<file path="src/rtl/uart_tx_controller.sv">
// UART transmit sequencer: start bit, 8 data bits LSB first, optional parity bit, stop bit(s).
// Define UART_TX_TWO_STOP_EN to append a second stop bit (STOP2) before TxDone.
module uart_tx_controller #(
    parameter int CLKS_PER_BIT = 10417
) (
    input  logic       clk,
    input  logic       rst,
    input  logic       TxStart,
    input  logic [7:0] Din,
    input  logic       ParityEn,
    input  logic       ParitySelect,
    output logic [7:0] PgDin,
    output logic       PgSelect,
    input  logic       PgParityBit,
    output logic       TxOut,
    output logic       TxBusy,
    output logic       TxDone
);
    localparam int CNT_W = (CLKS_PER_BIT > 1) ? $clog2(CLKS_PER_BIT) : 1;
    localparam logic [CNT_W-1:0] CNT_LAST = CNT_W'(CLKS_PER_BIT - 1);

`ifdef UART_TX_TWO_STOP_EN
    typedef enum logic [2:0] {IDLE, START, DATA, PARITY, STOP, STOP2} state_t;
`else
    typedef enum logic [2:0] {IDLE, START, DATA, PARITY, STOP} state_t;
`endif

    state_t           state_reg, state_next;
    logic [CNT_W-1:0] cnt_reg, cnt_next;
    logic [2:0]       idx_reg, idx_next;
    logic [7:0]       pg_din_reg, pg_din_next;
    logic             pg_sel_reg, pg_sel_next;
    logic             par_en_reg, par_en_next;
    logic             tx_out_reg, tx_out_next;
    logic             busy_reg, busy_next;
    logic             done_reg, done_next;
    logic             period_end;
    logic [2:0]       idx_inc;

    assign period_end = (cnt_reg == CNT_LAST);
    assign idx_inc    = idx_reg + 3'd1;

    always_ff @(posedge clk) begin
        if (rst) begin
            state_reg  <= IDLE;
            cnt_reg    <= '0;
            idx_reg    <= '0;
            pg_din_reg <= '0;
            pg_sel_reg <= 1'b0;
            par_en_reg <= 1'b0;
            tx_out_reg <= 1'b1;
            busy_reg   <= 1'b0;
            done_reg   <= 1'b0;
        end else begin
            state_reg  <= state_next;
            cnt_reg    <= cnt_next;
            idx_reg    <= idx_next;
            pg_din_reg <= pg_din_next;
            pg_sel_reg <= pg_sel_next;
            par_en_reg <= par_en_next;
            tx_out_reg <= tx_out_next;
            busy_reg   <= busy_next;
            done_reg   <= done_next;
        end
    end

    // TxOut is only ever loaded at a bit-period boundary, so the line cannot glitch.
    always_comb begin
        state_next  = state_reg;
        cnt_next    = cnt_reg;
        idx_next    = idx_reg;
        pg_din_next = pg_din_reg;
        pg_sel_next = pg_sel_reg;
        par_en_next = par_en_reg;
        tx_out_next = tx_out_reg;
        busy_next   = busy_reg;
        done_next   = 1'b0;

        if (state_reg != IDLE) begin
            cnt_next = period_end ? '0 : cnt_reg + CNT_W'(1);
        end

        case (state_reg)
            IDLE: begin
                if (TxStart) begin
                    pg_din_next = Din;
                    pg_sel_next = ParitySelect;
                    par_en_next = ParityEn;
                    state_next  = START;
                    cnt_next    = '0;
                    tx_out_next = 1'b0;
                    busy_next   = 1'b1;
                end
            end
            START: begin
                if (period_end) begin
                    state_next  = DATA;
                    idx_next    = 3'd0;
                    tx_out_next = pg_din_reg[0];
                end
            end
            DATA: begin
                if (period_end) begin
                    if (idx_reg == 3'd7) begin
                        idx_next = 3'd0;
                        if (par_en_reg) begin
                            state_next  = PARITY;
                            tx_out_next = PgParityBit;
                        end else begin
                            state_next  = STOP;
                            tx_out_next = 1'b1;
                        end
                    end else begin
                        idx_next    = idx_inc;
                        tx_out_next = pg_din_reg[idx_inc];
                    end
                end
            end
            PARITY: begin
                if (period_end) begin
                    state_next  = STOP;
                    tx_out_next = 1'b1;
                end
            end
`ifdef UART_TX_TWO_STOP_EN
            STOP: begin
                if (period_end) begin
                    state_next  = STOP2;
                    tx_out_next = 1'b1;
                end
            end
            STOP2: begin
                if (period_end) begin
                    state_next  = IDLE;
                    tx_out_next = 1'b1;
                    busy_next   = 1'b0;
                    done_next   = 1'b1;
                end
            end
`else
            STOP: begin
                if (period_end) begin
                    state_next  = IDLE;
                    tx_out_next = 1'b1;
                    busy_next   = 1'b0;
                    done_next   = 1'b1;
                end
            end
`endif
            default: begin
                state_next  = IDLE;
                cnt_next    = '0;
                tx_out_next = 1'b1;
                busy_next   = 1'b0;
            end
        endcase
    end

    assign PgDin    = pg_din_reg;
    assign PgSelect = pg_sel_reg;
    assign TxOut    = tx_out_reg;
    assign TxBusy   = busy_reg;
    assign TxDone   = done_reg;
endmodule

</file>
<file path="config.mk">
export PLATFORM = sky130hd
export DESIGN_NAME = uart_tx_controller
export DESIGN_NICKNAME = d
export VERILOG_FILES = /design/src/rtl/uart_tx_controller.sv
export SDC_FILE = /design/constraint.sdc
export NUM_CORES = 1
export LEC_CHECK = 0
export BUFFER_PORTS_ARGS = -buffer_cell sky130_fd_sc_hd__buf_2
export CORE_AREA = 3 3 56 84
export CTS_CLUSTER_SIZE = 16
export DETAILED_ROUTE_END_ITERATION = 8
export DIE_AREA = 0 0 59 87
export GPL_ROUTABILITY_DRIVEN = 0
export SYNTH_ARGS = -nofsm -noshare
export SYNTH_HDL_FRONTEND = slang
export SYNTH_SLANG_ARGS = --single-unit
</file>
<file path="constraint.sdc">
create_clock -name clk -period 2.5 [get_ports clk]
set_clock_uncertainty 0.1 [all_clocks]
set_input_delay 0.25 -clock clk [delete_from_list [all_inputs] [get_ports clk]]
set_output_delay 0.25 -clock clk [all_outputs]
set_load 0.01 [all_outputs]
</file>
After elaboration in Yosys (flattened, before gate mapping)
Index checks and enable logic that the tools add are counted.
{"block": "word_totals", "ram_bits": 0, "latch_bits": 0, "ff_bits": 33, "romBits": 0, "memories": 0, "wordCells": 67}
{"block": "classes", "order_cmp": 1, "eq_ne": 13, "div_mod_pow": 0, "n_shift": 0, "n_reduce_logical": 12, "addsub": 2, "multipliers": 0, "n_mux": 28, "bitwise_logic": 2}
{"operator": "14-bit 2-to-1 mux", "n": 3}
{"operator": "14-bit case mux with 2 select lines", "n": 1}
{"operator": "3-bit 2-to-1 mux", "n": 9}
{"operator": "3-bit case mux with 5 select lines", "n": 1}
{"operator": "14-bit by 1-bit adder with 14-bit output (second input constant)", "n": 1}
{"operator": "14-bit == test (second input constant)", "n": 1}
{"operator": "2-bit inequality test (second input constant)", "n": 6}
{"operator": "1-bit 2-to-1 mux", "n": 10}
{"operator": "3-bit by 2-bit == test with 1-bit output (second input constant)", "n": 2}
{"operator": "3-bit == test (second input constant)", "n": 2}
{"operator": "3-bit case mux with 2 select lines", "n": 1}
{"operator": "3-bit AND reduction", "n": 2}
{"operator": "6-bit AND reduction", "n": 1}
{"operator": "3-bit by 4-bit < comparator with 1-bit output (second input constant)", "n": 1}
{"operator": "1-bit case mux with 4 select lines", "n": 1}
{"operator": "4-bit AND reduction", "n": 1}
{"operator": "2-bit OR reduction", "n": 2}
{"operator": "4-bit OR reduction", "n": 1}
{"operator": "3-bit by 1-bit adder with 3-bit output (second input constant)", "n": 1}
{"operator": "1-bit binary-select mux with 3-bit select", "n": 1}
{"operator": "3-bit by 1-bit == test with 1-bit output (second input constant)", "n": 1}
{"operator": "3-bit logical NOT", "n": 1}
{"operator": "1-bit case mux with 3 select lines", "n": 1}
{"operator": "3-bit nonzero test", "n": 1}
{"operator": "5 further kinds", "n": 6}

Longest topological paths before layout
{"block": "depth", "ltp_word": 6, "ltp_mapped": 8, "depth_no_buf": 7}

Worst setup path after synthesis
Ideal clock, no wire load.
{"block": "synth_path", "path_kind": "reg2reg", "start": "register idx_reg[0]", "end": "register tx_out_reg (netlist: TxOut)", "setup_time_ps": 81, "path_buffers": 1, "slack_ps": 394, "path_stages_with_launch": 9, "t_arrival_ps": 1925, "period_less_slack_ps": 2106, "cell_sequence": "dfxtp_1 -> ha_1 -> ha_1 -> clkbuf_1 -> mux2i_1 -> mux4_2 -> nand2b_1 -> o2111ai_1 -> a41oi_1"}
{"block": "synth_between", "elab_chain_cells": 6, "elab_cells_between_ends": 7, "classes_between": "add/sub: 1; eq/ne: 1; mux: 5"}
{"element": "start, declared", "line_no": "30", "source": "logic [2:0] idx_reg, idx_next;"}
{"element": "start signal, assigned", "line_no": "57", "source": "idx_reg <= idx_next;"}
{"element": "3-bit by 1-bit adder with 3-bit output", "line_no": "41", "source": "assign idx_inc = idx_reg + 3'd1;"}
{"element": "1-bit binary-select mux with 3-bit select", "line_no": "115", "source": "tx_out_next = pg_din_reg[idx_inc];"}
{"element": "1-bit 2-to-1 mux (not written as such)", "line_no": "115"}
{"element": "1-bit 2-to-1 mux (*)", "line_no": "104", "source": "if (idx_reg == 3'd7) begin"}
{"element": "1-bit 2-to-1 mux (*)", "line_no": "103", "source": "if (period_end) begin"}
{"element": "1-bit case mux with 4 select lines (*)", "line_no": "83", "source": "case (state_reg)"}
{"element": "end signal, assigned", "line_no": "61", "source": "tx_out_reg <= tx_out_next;"}
{"element": "end, declared", "line_no": "34", "source": "logic tx_out_reg, tx_out_next;"}
Mark *: on every way between the ends. The rest lies on a longest branch, timed or not. The select of a mux whose other input is x is not followed.
A chain may end at the register's enable or synchronous reset.

Worst setup path in the final report
{"block": "layout_path", "start": "register cnt_reg[0]", "end": "register idx_reg[0]"}
{"block": "layout_between", "elab_chain_cells": 3, "elab_cells_between_ends": 4, "classes_between": "eq/ne: 3; reduce/logical: 1"}
{"element": "start, declared", "line_no": "29", "source": "logic [CNT_W-1:0] cnt_reg, cnt_next;"}
{"element": "start signal, assigned", "line_no": "56", "source": "cnt_reg <= cnt_next;"}
{"element": "14-bit == test (*)", "line_no": "40", "source": "assign period_end = (cnt_reg == CNT_LAST);"}
{"element": "2-bit inequality test (no source line)"}
{"element": "3-bit AND reduction (no source line) (*)"}
Mark *: on every way between the ends. The rest lies on a longest branch, timed or not.

==> results.ini <==
[layout]
fin_nets = 227
syn2layout_area_growth_pct = 12.0
final_common_cell = nand2_1
largest_reg_flops = 14
antenna_cells = 0
post_route_cells_drive_above_1_share = 0.190
final_cell_mix = 34 x nand2_1, 33 x dfxtp_1, 25 x buf_2

[clocking]
postCtsSetupRepairBufs = 0
ctsResizeCount = 0
cts_tree = built
cts-buffers-inserted = 5
clockBufferDepth = 2
clock_sinks = 33
cts.clk_slew.worst_paths_ns = 0.08
ctsHoldBuffers = 0
cts_root_buf = clkbuf_8
clk_latency_ns = 0.29
htree_levels = 2

[drt]
routedWlPerCell_microns = 13.6
firstDrtPassIters = 4
drtAntennaViolNets = 0
vias_per_cell = 5.33
drt-initial-drc-count = 63
drt-total-wl_mm = 3.46
vias = 1358
route.detailed.drc = 0

[yosys]
synth_seq_area_share = 0.411
synth_cells = 186
avgSynthCellArea_sq_um = 8.65
yosys-mux-area-fraction = 0.0451
synth_simple_gate_area_share = 0.282
ys_async_sr_fraction = 0
synth_edf_count = 0
yosysUniqueCellTypes = 40
syn-num-nets = 204
netlist_area_sq_um = 1610
synth-adder-area-share = 0.0311
synth-xor-area-share = 0.0762
synth_compound_area_frac = 0.0918
synth_top_family_by_area = simple AND/OR/NAND/NOR gates
synth_warnings = 0
synth_flop_cell = dfxtp_1
synth_seq_cells = 33

[run]
maxCapViolations = 0

[die]
start_util = 0.403
coreArea_sq_um = 3990
rows = 28
fp.dieH_microns = 87
ios = 26
die-width_microns = 59
dieArea_sq_um = 5130

[sta]
clock.fmax_ghz = 0.457
layout_setup_ws_ns = 0.313
setup_viol = 0
tns_ns = 0
rsz0062_at_grt = no
hold_violations = 0
timing.final.crit_share = 0.875
slew_violations = 0
fin_crit_ns = 2.19
relSlewSlack = 0.573
worstMarginPinSlew_ns = 0.639

[worst_setup_path]
crit_fanout = 5
path_depth = 7
criticalPathCategory = flop to flop
critPathLaunchType = flop
crit_chain = inv_1, ha_1, and4bb_1, nand3_1, or4_4, or4_1, a21oi_1
r2r_cells = 7
path_delay_family = simple AND/OR/NAND/NOR gates
crit_slowest_cell = or4_4
cp_data_required_time_ns = 2.63
critPathBufInv = 1
end_kind = flop
worstPathArrival_ns = 2.31
cpPeakStageDelay_ns = 0.55

[pwr]
leakagePower_nw = 0.685
power_density_nw_per_um2 = 896
ir_drop_uv = 490

[place]
pre_cts_ws_ns = 0.319
port-buffer-count = 25
dpl.hpwl_mm = 2.44

[grt]
grt_pass1_wl_mm = 5.84
grt.overflow.total = 0
grt_max_degree = 23
grt_usage = 0.147
grt_pass1_vias = 1351
antenna_found_initial = 0

[min_path]
min_path_type = primary input to flop
hold-path-cell-count = 3

[run_status]
status = finished clean

## stage by stage
stage,utilization,hold WS [ns],cell area [sq um],std cells,power [mW]
finish,0.451,0.0842,1800,255,1.61
global route,0.451,0.0838,1800,255,1.73
CTS,0.451,0.0820,1800,255,1.64
detailed placement,0.430,0.353,1720,247,1.23
global placement,0.430,0.346,1720,247,1.23
floorplan,-,0.286,1610,186,1.11
## area by class of cell
type / count / area, sq um
timing repair buffer: 26 / 133
clock inverter: 3 / 17.5
inverter: 5 / 18.8
fill: 421 / 2190
sequential: 33 / 661
clock buffer: 5 / 68.8
tap: 45 / 56.3
multi-input combinational: 138 / 847
## cells by family after synthesis
family	count (synthesis)
AOI/OAI and AO/OA	25
muxes	6
xor gates and xnor gates	14
DFF	33
and+or+nand+nor	89
buffers and inverters	15
adders and majority gates	4
## worst min-delay path, stage by stage
cell,delay (ns)
buf_2,0.09
nand2_1,0.04
a21oi_1,0.05
## metal layers
layer	vias to the layer above	global-route usage	wire length [microns]
li1	686	-	-
met1	652	0.157	1430
met3	4	0.0356	92
met4	0	0.0660	54
met2	16	0.264	1880
met5	-	0	0
## report_power, final
group / switching (mW) / internal, mW / total [mW]
combinational: 0.318 / 0.209 / 0.527
sequential: 0.0896 / 0.597 / 0.686
clock: 0.208 / 0.192 / 0.400
## synthesized netlist by cell type (2+ instances only)
cell	n	share of area
nand2_1	34	0.079
dfxtp_1	33	0.41
nor2_1	19	0.044
a21oi_1	16	0.050
xor2_1	10	0.054
nand3_1	7	0.022
inv_1	5	0.012
mux2i_1	5	0.031
nand4_1	5	0.019
and4_1	4	0.022
clkbuf_1	4	0.0093
ha_1	4	0.031
xnor2_1	4	0.022
clkbuf_8	3	0.026
nor3_1	3	0.0093
nand2b_1	2	0.0078
nor3b_1	2	0.0093
nor4b_1	2	0.011
o21ai_0	2	0.0062
or4_1	2	0.0093
## path summary, 6_finish.rpt
kind	to	slack (ns)	start
hold reg to reg	PgSelect	0.36	PgSelect
hold / removal	PgDin[6]	0.08	Din[6]
setup reg to reg	idx_reg[0]	0.31	cnt_reg[0]
setup / recovery	idx_reg[0]	0.31	cnt_reg[0]
(Power assumes the default switching activity.)
